<file path="config.mk">
export PLATFORM = sky130hd
export DESIGN_NAME = ocl_axil_master
export DESIGN_NICKNAME = d
export VERILOG_FILES = /design/src/rtl/ocl_axil_master.sv
export SDC_FILE = /design/constraint.sdc
export NUM_CORES = 1
export LEC_CHECK = 0
export ABC_AREA = 1
export BUFFER_PORTS_ARGS = -buffer_cell sky130_fd_sc_hd__buf_4
export CORE_ASPECT_RATIO = 0.7
export CORE_MARGIN = 2
export CORE_UTILIZATION = 53
export DETAILED_ROUTE_END_ITERATION = 7
export PLACE_DENSITY = 0.83
export SYNTH_ARGS = -nofsm -noshare
export SYNTH_HDL_FRONTEND = slang
export SYNTH_SLANG_ARGS = --single-unit
</file>
<file path="constraint.sdc">
create_clock -name clk_main_a0 -period 2.45 [get_ports clk_main_a0]
set_input_delay 0.3675 -clock clk_main_a0 [delete_from_list [all_inputs] [get_ports clk_main_a0]]
set_output_delay 0.3675 -clock clk_main_a0 [all_outputs]
set_load 0.005 [all_outputs]
</file>
<file path="src/rtl/ocl_axil_master.sv">
// AXI4-Lite initiator: one register read or write command in flight, with a
// response timeout and a drain of any late response before the next command is taken.
module ocl_axil_master #(
    parameter int ADDR_W      = 32,
    parameter int DATA_W      = 32,
    parameter int TIMEOUT_CYC = 4096
) (
    input  logic                clk_main_a0,
    input  logic                rst_main_n,
    input  logic                cmd_valid,
    output logic                cmd_ready,
    input  logic                cmd_write,
    input  logic [ADDR_W-1:0]   cmd_addr,
    input  logic [DATA_W-1:0]   cmd_wdata,
    input  logic [DATA_W/8-1:0] cmd_wstrb,
    output logic                rsp_valid,
    input  logic                rsp_ready,
    output logic [DATA_W-1:0]   rsp_rdata,
    output logic [1:0]          rsp_resp,
    output logic                rsp_timeout,
    output logic                m_awvalid,
    output logic [ADDR_W-1:0]   m_awaddr,
    input  logic                m_awready,
    output logic                m_wvalid,
    output logic [DATA_W-1:0]   m_wdata,
    output logic [DATA_W/8-1:0] m_wstrb,
    input  logic                m_wready,
    input  logic                m_bvalid,
    input  logic [1:0]          m_bresp,
    output logic                m_bready,
    output logic                m_arvalid,
    output logic [ADDR_W-1:0]   m_araddr,
    input  logic                m_arready,
    input  logic                m_rvalid,
    input  logic [DATA_W-1:0]   m_rdata,
    input  logic [1:0]          m_rresp,
    output logic                m_rready,
    output logic                busy
);
    // IDLE: wait cmd | WR_REQ: AW/W pending | WR_RESP: wait B | RD_REQ: AR pending | RD_RESP: wait R | RSP: hold response
    typedef enum logic [2:0] {IDLE, WR_REQ, WR_RESP, RD_REQ, RD_RESP, RSP} state_t;

    localparam int               CNT_W    = (TIMEOUT_CYC > 0) ? $clog2(TIMEOUT_CYC + 1) : 1;
    localparam logic [CNT_W-1:0] CNT_LOAD = CNT_W'(TIMEOUT_CYC);
    localparam bit               TMO_EN   = (TIMEOUT_CYC != 0);

    state_t              state_q, state_d;
    logic [CNT_W-1:0]    cnt_q, cnt_d;
    logic                stale_b_q, stale_b_d, stale_r_q, stale_r_d;
    logic                expired;
    logic                cmd_ready_d, rsp_valid_d, rsp_timeout_d, busy_d;
    logic [DATA_W-1:0]   rsp_rdata_d, wdata_d;
    logic [1:0]          rsp_resp_d;
    logic                awvalid_d, wvalid_d, arvalid_d, bready_d, rready_d;
    logic [ADDR_W-1:0]   awaddr_d, araddr_d;
    logic [DATA_W/8-1:0] wstrb_d;

    assign expired = TMO_EN && (cnt_q == '0);

    always_comb begin
        state_d       = state_q;
        cnt_d         = cnt_q;
        stale_b_d     = stale_b_q;
        stale_r_d     = stale_r_q;
        rsp_rdata_d   = rsp_rdata;
        rsp_resp_d    = rsp_resp;
        rsp_timeout_d = rsp_timeout;
        awvalid_d     = m_awvalid;
        wvalid_d      = m_wvalid;
        arvalid_d     = m_arvalid;
        awaddr_d      = m_awaddr;
        araddr_d      = m_araddr;
        wdata_d       = m_wdata;
        wstrb_d       = m_wstrb;

        // A late response from a timed-out transaction is swallowed here.
        if (stale_b_q && m_bvalid && m_bready) stale_b_d = 1'b0;
        if (stale_r_q && m_rvalid && m_rready) stale_r_d = 1'b0;

        case (state_q)
            IDLE: begin
                if (cmd_valid && cmd_ready) begin
                    if (cmd_write) begin
                        awaddr_d  = cmd_addr;
                        wdata_d   = cmd_wdata;
                        wstrb_d   = cmd_wstrb;
                        awvalid_d = 1'b1;
                        wvalid_d  = 1'b1;
                        state_d   = WR_REQ;
                    end else begin
                        araddr_d  = cmd_addr;
                        arvalid_d = 1'b1;
                        state_d   = RD_REQ;
                    end
                end
            end
            WR_REQ: begin
                if (m_awvalid && m_awready) awvalid_d = 1'b0;
                if (m_wvalid && m_wready)   wvalid_d  = 1'b0;
                if ((!m_awvalid || m_awready) && (!m_wvalid || m_wready)) begin
                    cnt_d   = CNT_LOAD;
                    state_d = WR_RESP;
                end
            end
            WR_RESP: begin
                if (m_bvalid && m_bready) begin
                    rsp_rdata_d   = '0;
                    rsp_resp_d    = m_bresp;
                    rsp_timeout_d = 1'b0;
                    state_d       = RSP;
                end else if (expired) begin
                    rsp_rdata_d   = '0;
                    rsp_resp_d    = 2'b10;
                    rsp_timeout_d = 1'b1;
                    stale_b_d     = 1'b1;
                    state_d       = RSP;
                end else if (cnt_q != '0) begin
                    cnt_d = cnt_q - 1'b1;
                end
            end
            RD_REQ: begin
                if (m_arready) begin
                    arvalid_d = 1'b0;
                    cnt_d     = CNT_LOAD;
                    state_d   = RD_RESP;
                end
            end
            RD_RESP: begin
                if (m_rvalid && m_rready) begin
                    rsp_rdata_d   = m_rdata;
                    rsp_resp_d    = m_rresp;
                    rsp_timeout_d = 1'b0;
                    state_d       = RSP;
                end else if (expired) begin
                    rsp_rdata_d   = '0;
                    rsp_resp_d    = 2'b10;
                    rsp_timeout_d = 1'b1;
                    stale_r_d     = 1'b1;
                    state_d       = RSP;
                end else if (cnt_q != '0) begin
                    cnt_d = cnt_q - 1'b1;
                end
            end
            RSP: begin
                if (rsp_valid && rsp_ready) state_d = IDLE;
            end
            default: state_d = IDLE;
        endcase

        rsp_valid_d = (state_d == RSP);
        bready_d    = (state_d == WR_RESP) || stale_b_d;
        rready_d    = (state_d == RD_RESP) || stale_r_d;
        cmd_ready_d = (state_d == IDLE) && !stale_b_d && !stale_r_d;
        busy_d      = !cmd_ready_d;
    end

    always_ff @(posedge clk_main_a0 or negedge rst_main_n) begin
        if (!rst_main_n) begin
            state_q     <= IDLE;
            cnt_q       <= '0;
            stale_b_q   <= 1'b0;
            stale_r_q   <= 1'b0;
            cmd_ready   <= 1'b0;
            rsp_valid   <= 1'b0;
            rsp_rdata   <= '0;
            rsp_resp    <= 2'b00;
            rsp_timeout <= 1'b0;
            m_awvalid   <= 1'b0;
            m_awaddr    <= '0;
            m_wvalid    <= 1'b0;
            m_wdata     <= '0;
            m_wstrb     <= '0;
            m_bready    <= 1'b0;
            m_arvalid   <= 1'b0;
            m_araddr    <= '0;
            m_rready    <= 1'b0;
            busy        <= 1'b0;
        end else begin
            state_q     <= state_d;
            cnt_q       <= cnt_d;
            stale_b_q   <= stale_b_d;
            stale_r_q   <= stale_r_d;
            cmd_ready   <= cmd_ready_d;
            rsp_valid   <= rsp_valid_d;
            rsp_rdata   <= rsp_rdata_d;
            rsp_resp    <= rsp_resp_d;
            rsp_timeout <= rsp_timeout_d;
            m_awvalid   <= awvalid_d;
            m_awaddr    <= awaddr_d;
            m_wvalid    <= wvalid_d;
            m_wdata     <= wdata_d;
            m_wstrb     <= wstrb_d;
            m_bready    <= bready_d;
            m_arvalid   <= arvalid_d;
            m_araddr    <= araddr_d;
            m_rready    <= rready_d;
            busy        <= busy_d;
        end
    end
endmodule

</file>
==> flow_summary.ini <==
[run_status]
status = finished clean

[placement]
port_buffers = 256
gp_congestion = 0.8785
dp_hpwl_microns = 12400

[detailed_routing]
first_iter_violations = 346
vias = 5789
ant_nets = 0
drcViolationCount = 0
wire_per_inst_microns = 14.47
first_pass_iters = 5
detail_route.vias_per_cell = 4.906
wl_microns = 17080

[global_route]
grtUsageTotal_pct = 26.00
grt_max_degree = 86
overflow = 0
grt_pass1_vias = 5761
grt_first_pass_wirelength_microns = 28570
antenna_found_initial = 0

[clock_network]
cts_buffers = 17
clk_pin_slew_worst_paths_ns = 0.06
clk_latency_ns = 0.41
cts-root-buf = clkbuf_16
clock-sinks = 161
clockBufferDepth = 2
cts_tree = yes
cts_resized = 0
cts_htree_levels = 4

[layout]
n_fill_cell = 918
multi_input_area_sq_um = 2263
final_core_util_pct = 76.00
regArea_sq_um = 4029
final_common_cell = buf_4
diodes = 0
final_layout_size_suffix_gt1_share_pct = 34.28
syn2layout_area_growth_pct = 39.52
nNetsFinal = 1120
most-common-layout-cells = 263 x buf_4, 252 x nand2_1, 161 x dfrtp_1, 79 x inv_1, 68 x o21ai_0

[synthesis]
syn-cell-area_sq_um = 6766
synth_edf_count = 0
ys_warn_count = 0
synthTopCellsByArea = dfrtp_1 60%, nand2_1 14%, o21ai_0 5.0%, inv_1 4.4%, nand3_1 3.5%
yosysTopAreaCell = dfrtp_1
synth_top_flop_cell = dfrtp_1
async_reset_ff_share_pct = 100.0
syn_nets = 867
syn_avg_cell_area_sq_um = 8.998
synth.distinct_cells = 28
yosys.area.top_type_share_pct = 59.54
synth_cells = 752
synth-seq-cells = 161
yosysSeqAreaShare_pct = 59.54

[timing]
tns_ns = 0
worst_pin_slew_ns = 0.8295
setup_viol = 0
rsz0062_at_grt = false
period_minus_slack_ns = 1.882
hold_violations = 0
max_freq_ghz = 0.5315
skew_ns = 0.01234
maxSlewViolCount = 0
finalCritPeriodShare_pct = 76.80
max-slew-margin-rel_pct = 44.70

[job]
maxCapViolCount = 0

[floorplan]
die-area_sq_um = 13700
start_util_pct = 54.47
placement_rows = 34
core_area_sq_um = 12420
io_pins = 257
die_x_microns = 139.1
dieHeight_microns = 98.54

[min_path]
hp-start = m_awready
min_delay_path_depth = 2
min_path_type = in2reg
hold_end = m_awvalid

[worst_setup_path]
regToRegStartpoint = state_q[2]
end_kind = flop
cp.arrival_ns = 2.17
ff2ff_path_depth = 9
r2r_slack_ns = 0.57
reg2reg_to = busy
crit_type = reg2reg
crit_fanout = 20
worstPathRequired_ns = 2.74
cp-start-kind = flop
startpoint = state_q[2]

[power]
power_density_nw_per_um2 = 1200
peakVddDrop_uv = 694.2
p_leak_nw = 5.250
-- cell usage after synthesis, types with 2 or more instances --
master and number:
o21ai_1 4, o21ai_0 68, buf_6 2, mux2_2 15
nand2_1 252, nand3_1 47, inv_1 79, nor2_1 39
o21ai_2 10, nand2_2 12, nor2_2 2, dfrtp_1 161
xor2_1 4, o21a_1 2, nand3_2 2, nor2_4 4
buf_2 16, inv_2 6, clkbuf_1 14, nor3_1 2
nand4_1 3, a21oi_1 2
-- routing by layer --
layer | vias up | GRT usage [%] | share of wire (%) | wire length (microns)
li1 | 2841 | - | - | -
met1 | 2711 | 35.06 | 44 | 7435
met2 | 208 | 40.36 | 47 | 8011
met3 | 29 | 7.726 | 7.4 | 1263
met4 | 0 | 9.946 | 2.2 | 368
met5 | - | 0 | 0 | 0
-- area by class of cell --
| class | count | share of cell area, % |
|---|---|---|
| Clock buffer | 19 | 4.586 |
| Clock inverter | 13 | 1.882 |
| Inverter | 85 | 3.380 |
| Multi-Input combinational cell | 474 | 23.98 |
| Sequential cell | 161 | 42.68 |
| Tap cell | 162 | 2.147 |
| Timing Repair Buffer | 266 | 21.35 |
-- metrics by stage --
stage | instance area [sq um] | power [mW] | worst slack [ns] | instances | hold WS (ns)
6_report | 9440 | 11.33 | 0.5684 | 1180 | 0.1315
5_1_grt | 9440 | 12.17 | 0.3634 | 1180 | 0.1286
4_1_cts | 9440 | 11.42 | 0.5923 | 1180 | 0.1143
3_5_place_dp | 8820 | 8.659 | 0.6132 | 1147 | 0.3913
3_3_place_gp | 8820 | 8.505 | 0.6452 | 1147 | 0.3873
2_1_floorplan | 6766 | 6.499 | 0.8054 | 752 | 0.07191
-- kinds of logic after synthesis --
kind of cell	share of synthesized area, %
and+or+nand+nor	23.13
muxes	2.496
buffers and inverters	7.008
AOI/OAI and AO/OA	6.990
adders and majority gates	0.1849
xor gates and xnor gates	0.6472
DFF	59.54
-- power breakdown --
part,switching [mW],leakage [nW],internal [mW]
logic,2.18,2.90,2.10
clock network,1.08,0.291,1.63
registers,0.643,2.06,3.69
-- critical path, stage by stage, from the launching register on --
cell     delay, ns
dfrtp_1       0.50
inv_2         0.07
nand2_2       0.15
inv_2         0.05
nand2_2       0.38
nand2_1       0.09
nor2_1        0.14
nand2_1       0.13
nor2_2        0.17
nand3_1       0.08
-- worst max path at each step --
stage,end,cells after the start
finish,busy,9
global route,busy,9
CTS,busy,9
detailed placement,busy,9
global placement,busy,9
floorplan,cnt_q[9],10
-- flip-flops by register name (all words and copies together), names as in the netlist --
name,cells
m_bready,1
rsp_rdata,32
state_q,3
m_arvalid,1
m_araddr,32
rsp_timeout,1
stale_r_q,1
m_awvalid,1
busy,1
m_wvalid,1
stale_b_q,1
rsp_resp,2
m_rready,1
m_wstrb,4
cnt_q,13
m_wdata,32
rsp_valid,1
cmd_ready,1
m_awaddr,32
-- timing repair --
item                                   CTS  global route
buffers inserted                         0             0
endpoints found under the hold margin   57             0
hold buffers                             1             0
Note: power is estimated with default switching activity, not from simulation.
